<file path="src/rtl/bk_add_arbiter.sv">
// bk_add_arbiter: round-robin arbiter feeding a shared 12-bit Brent-Kung adder
// through an operand stage and a response stage with backpressure.
module bk_adder12 (
    input  logic [23:0] inputs,
    output logic [12:0] outs
);
    logic [11:0] p, g, gg, pp;
    always_comb begin
        for (int k = 0; k < 12; k++) begin
            p[k] = inputs[2*k] ^ inputs[2*k+1];
            g[k] = inputs[2*k] & inputs[2*k+1];
        end
        gg = g;
        pp = p;
        // up-sweep builds power-of-two spans, down-sweep fills the remaining prefixes
        for (int l = 0; l < 4; l++)
            for (int i = 0; i < 12; i++)
                if ((i + 1) % (2 << l) == 0) begin
                    gg[i] = gg[i] | (pp[i] & gg[i-(1<<l)]);
                    pp[i] = pp[i] & pp[i-(1<<l)];
                end
        for (int l = 2; l >= 0; l--)
            for (int i = 0; i < 12; i++)
                if ((i + 1) % (2 << l) == (1 << l) && i >= (2 << l)) begin
                    gg[i] = gg[i] | (pp[i] & gg[i-(1<<l)]);
                    pp[i] = pp[i] & pp[i-(1<<l)];
                end
        outs = {gg[11], p ^ {gg[10:0], 1'b0}};
    end
endmodule

module bk_add_arbiter #(
    parameter int NREQ = 4,
    parameter int IDW  = 2
) (
    input  logic               clk,
    input  logic               rst,
    input  logic [NREQ-1:0]    req_valid,
    output logic [NREQ-1:0]    req_ready,
    input  logic [NREQ*12-1:0] req_a,
    input  logic [NREQ*12-1:0] req_b,
    output logic               rsp_valid,
    input  logic               rsp_ready,
    output logic [12:0]        rsp_sum,
    output logic [IDW-1:0]     rsp_id,
    output logic               busy,
    output logic [7:0]         cout_cnt
);
    logic [IDW-1:0] ptr_q, ptr_d, gnt, idx, op_id_q, rsp_id_q;
    logic [11:0] op_a_q, op_b_q;
    logic [12:0] sum, rsp_sum_q;
    logic [7:0] cnt_q;
    logic [23:0] pairs;
    logic op_valid_q, rsp_valid_q, found, hs, adv1, adv2;

    always_comb begin
        gnt = '0;
        idx = '0;
        found = 1'b0;
        // descending scan so the smallest offset from ptr wins
        for (int j = NREQ - 1; j >= 0; j--) begin
            idx = IDW'((int'(ptr_q) + j) % NREQ);
            if (req_valid[idx]) begin
                gnt = idx;
                found = 1'b1;
            end
        end
        adv2 = !rsp_valid_q | rsp_ready;
        adv1 = !op_valid_q | adv2;
        hs = found & adv1 & !rst;
        req_ready = hs ? NREQ'(1) << gnt : '0;
        ptr_d = (int'(gnt) == NREQ - 1) ? '0 : gnt + 1'b1;
        for (int k = 0; k < 12; k++) begin
            pairs[2*k] = op_a_q[k];
            pairs[2*k+1] = op_b_q[k];
        end
    end

    bk_adder12 u_add (.inputs(pairs), .outs(sum));

    always_ff @(posedge clk) begin
        if (rst) begin
            ptr_q <= '0;
            op_valid_q <= 1'b0;
            op_a_q <= '0;
            op_b_q <= '0;
            op_id_q <= '0;
            rsp_valid_q <= 1'b0;
            rsp_sum_q <= '0;
            rsp_id_q <= '0;
            cnt_q <= '0;
        end else begin
            if (adv1) begin
                op_valid_q <= hs;
                if (hs) begin
                    op_a_q <= req_a[12*int'(gnt) +: 12];
                    op_b_q <= req_b[12*int'(gnt) +: 12];
                    op_id_q <= gnt;
                    ptr_q <= ptr_d;
                end
            end
            if (adv2) begin
                rsp_valid_q <= op_valid_q;
                if (op_valid_q) begin
                    rsp_sum_q <= sum;
                    rsp_id_q <= op_id_q;
                end
            end
            if (rsp_valid_q && rsp_ready && rsp_sum_q[12] && cnt_q != 8'hFF)
                cnt_q <= cnt_q + 1'b1;
        end
    end

    assign rsp_valid = rsp_valid_q;
    assign rsp_sum = rsp_sum_q;
    assign rsp_id = rsp_id_q;
    assign busy = op_valid_q | rsp_valid_q;
    assign cout_cnt = cnt_q;
endmodule

</file>
<file path="config.mk">
export PLATFORM = sky130hd
export DESIGN_NAME = bk_add_arbiter
export DESIGN_NICKNAME = d
export VERILOG_FILES = /design/src/rtl/bk_add_arbiter.sv
export SDC_FILE = /design/constraint.sdc
export NUM_CORES = 1
export LEC_CHECK = 0
export ABC_AREA = 1
export CORE_MARGIN = 5
export CORE_UTILIZATION = 35
export DETAILED_ROUTE_END_ITERATION = 8
export DONT_BUFFER_PORTS = 1
export PLACE_DENSITY = 0.48
export SLEW_MARGIN = 20
export SYNTH_ARGS = -nofsm -noshare
export SYNTH_HDL_FRONTEND = slang
export SYNTH_HIERARCHICAL = 1
export SYNTH_SLANG_ARGS = --single-unit
</file>
<file path="constraint.sdc">
create_clock -name clk -period 5.7 [get_ports clk]
set_input_delay 0.57 -clock clk [delete_from_list [all_inputs] [get_ports clk]]
set_output_delay 0.57 -clock clk [all_outputs]
set_load 0.02 [all_outputs]
</file>
### Yosys cells after proc, flatten, opt, wreduce, memory -nomap -nowiden

Index checks and enable logic that the tools add are counted.

| storage, ports and cells | value |
|---|---|
| output and inout port bits | 29 |
| word-level logic and storage cells | 123 |
| input port bits | 103 |
| bits in registers | 53 |

| operators by class | value |
|---|---|
| magnitude comparators | 4 |
| shift-type cells | 3 |
| $mul | 1 |
| reductions and logical operators | 8 |
| multiplexer cells | 18 |
| bitwise gates (word level) | 73 |
| equal/unequal tests | 2 |
| $add $sub $neg | 5 |

Operators by type and width:

| kind | count |
|---|---|
| variable part select 48 x 32 -> 12 bit | 1 |
| variable part select 48 x 7 -> 12 bit | 1 |
| AND 1 bit | 39 |
| bitwise OR 1 bit | 21 |
| < comparator 2 x 3 -> 1 bit (second input constant) | 4 |
| XOR 1 bit | 12 |
| XOR 12 bit | 1 |
| two-way mux 2 bit | 5 |
| adder 8 x 1 -> 8 bit (second input constant) | 1 |
| binary-select mux 1 bit (select 2 bit) | 4 |
| two-way mux 1 bit | 8 |
| != test 8 bit (second input constant) | 1 |
| adder 2 x 1 -> 2 bit (second input constant) | 2 |
| adder 2 bit (second input constant) | 2 |
| multiplier 2 x 2 -> 4 bit (first input constant) | 1 |
| two-way mux 4 bit | 1 |
| AND reduction 2 bit | 2 |
| << shifter 1 x 2 -> 4 bit (first input constant) | 1 |
| logical AND 1 bit | 3 |
| zero test 1 bit | 3 |
| equality test 2 x 1 -> 1 bit (second input constant) | 1 |

### Depth between registers and ports, before layout

| depth | value |
|---|---|
| depth in word-level cells | 12 |
| gate-level depth with buffers | 15 |
| gate-level depth less buffers | 14 |

### Modules after synthesis

Netlist, hierarchy kept.

Modules (own cells, without submodules):

| module | instances | cells an instance | area each (um^2) | seq. area each (um^2) |
|---|---|---|---|---|
| bk_add_arbiter | 1 | 499 | 3079.2 | 1061.0 |
| bk_adder12 | 1 | 65 | 483.0 | 0.0 |

### Least setup slack after synthesis

OpenSTA, ideal clock, no wires.

| path | value |
|---|---|
| path kind | input -> output |
| start | input req_valid[2] |
| end | output req_ready[3] |
| required time | 5130 ps |
| arrival time | 1726 ps |
| path slack | 3404 ps |
| stages | 11 |
| path buffers | 1 |
| path through | inv_1 > o21ai_0 > nand2_1 > nand2_1 > inv_2 > nand2_1 > nand2_2 > nand2_2 > buf_4 > nand2_1 > nor2_1 |

| on the way | value |
|---|---|
| word-level cells in the longest chain between the ends | 9 |
| elaborated cells between the ends (all ways) | 20 |

Ends and longest elaborated chain:

| item | RTL line | text |
|---|---|---|
| start: declaration | 38 | `input logic [NREQ-1:0] req_valid,` |
| binary-select mux 1 bit (select 2 bit) | 63 | `if (req_valid[idx]) begin` |
| two-way mux 1 bit (implied by the code) | 63 |  |
| two-way mux 1 bit (4 in a row) | 63 |  |
| AND 1 bit (2 in a row) | 70 | `hs = found & adv1 & !rst;` |
| two-way mux 4 bit * | 71 | `req_ready = hs ? NREQ'(1) << gnt : '0;` |
| end: declaration | 39 | `output logic [NREQ-1:0] req_ready,` |

Every way passes the cells marked *; elsewhere a longest branch is shown, timed or not. The select of a mux whose other input is x is not followed.

### Final worst setup path

| path | value |
|---|---|
| start | register ptr_q[0] |
| end | output req_ready[3] |

| on the way | value |
|---|---|
| word-level cells in the longest chain between the ends | 10 |
| elaborated cells between the ends (all ways) | 23 |

Ends and longest elaborated chain:

| item | RTL line | text |
|---|---|---|
| start: declaration | 49 | `logic [IDW-1:0] ptr_q, ptr_d, gnt, idx, op_id_q, rsp_id_q;` |
| start signal: assignment | 99 | `ptr_q <= ptr_d;` |
| adder 2 bit | 62 | `idx = IDW'((int'(ptr_q) + j) % NREQ);` |
| binary-select mux 1 bit (select 2 bit) | 63 |  |
| two-way mux 1 bit (implied by the code) | 63 |  |
| two-way mux 1 bit (4 in a row) | 63 |  |
| AND 1 bit (2 in a row) | 70 |  |
| two-way mux 4 bit * | 71 |  |

Marked as above.

==> impl_results.md <==
- Outcome: finished, final reports clean
- Avg Inst Size Synth: 6.32 um^2
- M1 WL: 5.08 mm
- Length of routed met3 wiring: between 700 and 800 um
- Combined area of the multi-input logic cells: 2090 um^2
- Sequential power share: between 20% and 30%
- Critical Path Sink Type: output pin
- Crit path time final: roughly 4400 ps
- RSZ-0062 raised after global routing: false
- Critical path class: flop to output pin
- Die W: 111 um
- Row count: 36
- Crit path DAT: 3810 ps
- Via count: approximately 3400
- Largest net degree at the start of global routing: 52
- PD cells: between 600 and 700 nW/um^2
- Post-DP HPWL: 8.00 mm
- Overall Global Routing Usage: 16.9%
- # port buffers: 0
- Global-route wire length before repair: 17.2 mm
- # resized after CTS: 0
- Worst-Skew Late Latency: 310 ps
- Initial core utilization: 36.1%
- Critical path fanouts, max: 51
- Total die area: roughly 12000 um^2
- Nets: 662
- Sequential share of the synthesized area: between 20% and 30%
- Detail Route Antenna Nets: 0
- Final hold violations: 0
- Placed Cells: 667
- Post-Syn Area: approximately 3600 um^2
- Clock power share: 12.0%
- Post-route DRC: 0
- CTS tree: yes
- Total Neg Setup Slack: 0 ps
- Slew @ Worst Pin: 985 ps
- Leading cell type in the layout, fill and taps excluded: nand3_1
- Switch Pwr: 1180 uW
- Static Leak: 0.00186 uW
- Fin crit share: approximately three quarters
- # setup viols final: 0
- Initial antenna violation count: 0
- Pint: 1080 uW
- Distinct cells, synth: 32
- Net Sw Frac: 52.1%
- Post-CTS Setup Repair Bufs: 0
- Yosys warning total: 6
- Fraction of layout cells with a size suffix above 1: 4.06%
- Clock Path Buffers: 2
- Inserted Clock Buffers: 5
- Max Cap Violations: 0
- Root buffer cell: clkbuf_8
- Diodes inserted: 0
- Clk slew on worst S/H paths: approximately 100 ps
- Hold Buf Count CTS: 0
- Clk sink count: 53
- Total core area: ~10000 um^2
- Drt first pass iters: 4
- Avg Vias per Cell: 5.09
- DR iter-0 viols: 200
- Synthesis-to-finish area growth: 3.79%
- Element type at the critical path start: flop
- Final Max Slew Viols: 0
- Filler Cells Inserted: 1105
- Routability cong.: 0.824
- Die H: 111 um
- Post-Layout Cell Count: 675
- Wire length per cell: between 15 and 20 um
- Reg area: 1060 um^2
- Gate power share: 59.7%
- Syn nets: 685
- Synth Instances: 564
- FF+latch count, synth: 53
- Slew headroom: 34.2%
- WP data required: 5130 ps
- Gr ovfl total: 0
- Fin util: 37.5%
- Routed WL: between 10 and 15 mm
- Hold Path Class: input pin to flop
- Vias in the first global route: 3396
- Fmax: 228 MHz
- Top Metal Used: met4
- Commonest cells after routing, fill and taps aside: nand3_1, nand2_1, inv_1
- Top-Level Pins: about 130
- CTS H-tree depth: 2
- DR WL met2: 4.46 mm
- Peak VDD IR: 0.277 mV
- Final Skew: between 8 and 9 ps
## synthesized netlist by cell type (all sizes together)
library cell / n / area [um^2]
a21boi: 1 / 7.51
a21oi: 10 / 50.1
xnor2: 4 / 35.0
nand4: 1 / 6.26
o31ai: 1 / 7.51
xor2: 4 / 35.0
fa: 6 / 120
nor2: 43 / 164
nand2: 144 / 551
nor3: 1 / 5.00
and3: 1 / 6.26
inv: 66 / 248
buf: 25 / 140
ha: 12 / 150
nor4: 1 / 6.26
nand3: 154 / 781
dfxtp: 53 / 1060
a21o: 1 / 7.51
and2: 1 / 6.26
o21ai: 25 / 129
or2: 2 / 12.5
clkbuf: 7 / 26.3
o21bai: 1 / 7.51
## layout make-up
| class | count | share of cell area [%] |
|---|---|---|
| tap | 133 | 4.50 |
| multi-input combinational | 413 | 56.4 |
| clock inverter | 2 | 1.02 |
| timing repair buffer | 2 | 0.406 |
| sequential | 53 | 28.7 |
| inverter | 66 | 6.70 |
| clock buffer | 6 | 2.23 |
## layer usage
metal,up-vias,GRT usage [%]
li1,1773,-
met1,1521,23.9
met2,132,25.2
met3,10,4.69
met4,0,4.52
met5,-,0
## critical path: stages, from the launching register on
cell and delay [ps]:
dfxtp_1 620, inv_1 180, nand2_1 90, nand2_1 60, inv_1 60, nand2_1 70
nand3_2 90, nand3_2 730, nand2_2 1070, nand2_1 150, nor2_1 370
## flip-flops by register name, summed over array words and instances (netlist names)
signal	count
cout_cnt	8
op_a_q	12
op_b_q	12
op_id_q	2
op_valid_q	1
ptr_q	2
rsp_id	2
rsp_sum	13
rsp_valid	1
## power by group through the flow
stage / clock network, uW / logic, uW / registers, uW
floorplan: 0 / 1150 / 609
global placement: 0 / 1340 / 646
detailed placement: 0 / 1360 / 651
CTS: 283 / 1360 / 642
global route: 295 / 1580 / 658
finish: 270 / 1350 / 639
## stage by stage
step           hold slack (ps)  worst slack [ps]  total power, uW  cell area (um^2)
2_1_floorplan              445              3400             1760              3560
3_3_place_gp               468              1710             1990              3580
3_5_place_dp               471              1630             2010              3580
4_1_cts                    301              1270             2290              3700
5_1_grt                    290               893             2530              3700
6_report                   315              1320             2260              3700
## path summary, 6_finish.rpt
check / start / end / slack, ps / cells past startpoint
setup / recovery: ptr_q[0] / req_ready[3] / 1320 / 10
hold / removal: rst / cout_cnt[4] / 320 / 1
setup reg to reg: ptr_q[0] / op_a_q[7] / 2160 / 12
hold reg to reg: op_a_q[0] / op_a_q[0] / 490 / 2
## cell families (layout without fill, tap and decap cells)
logic type | after synthesis | count (layout) | share of synthesized area, %
AO/OA/AOI/OAI | 39 | 39 | 5.87
buffers and inverters | 98 | 76 | 11.6
flip-flops | 53 | 53 | 29.8
AND/OR/NAND/NOR | 348 | 348 | 43.2
XOR/XNOR | 8 | 8 | 1.97
adder cells (fa/ha/maj) | 18 | 18 | 7.59
(Power assumes the default switching activity.)
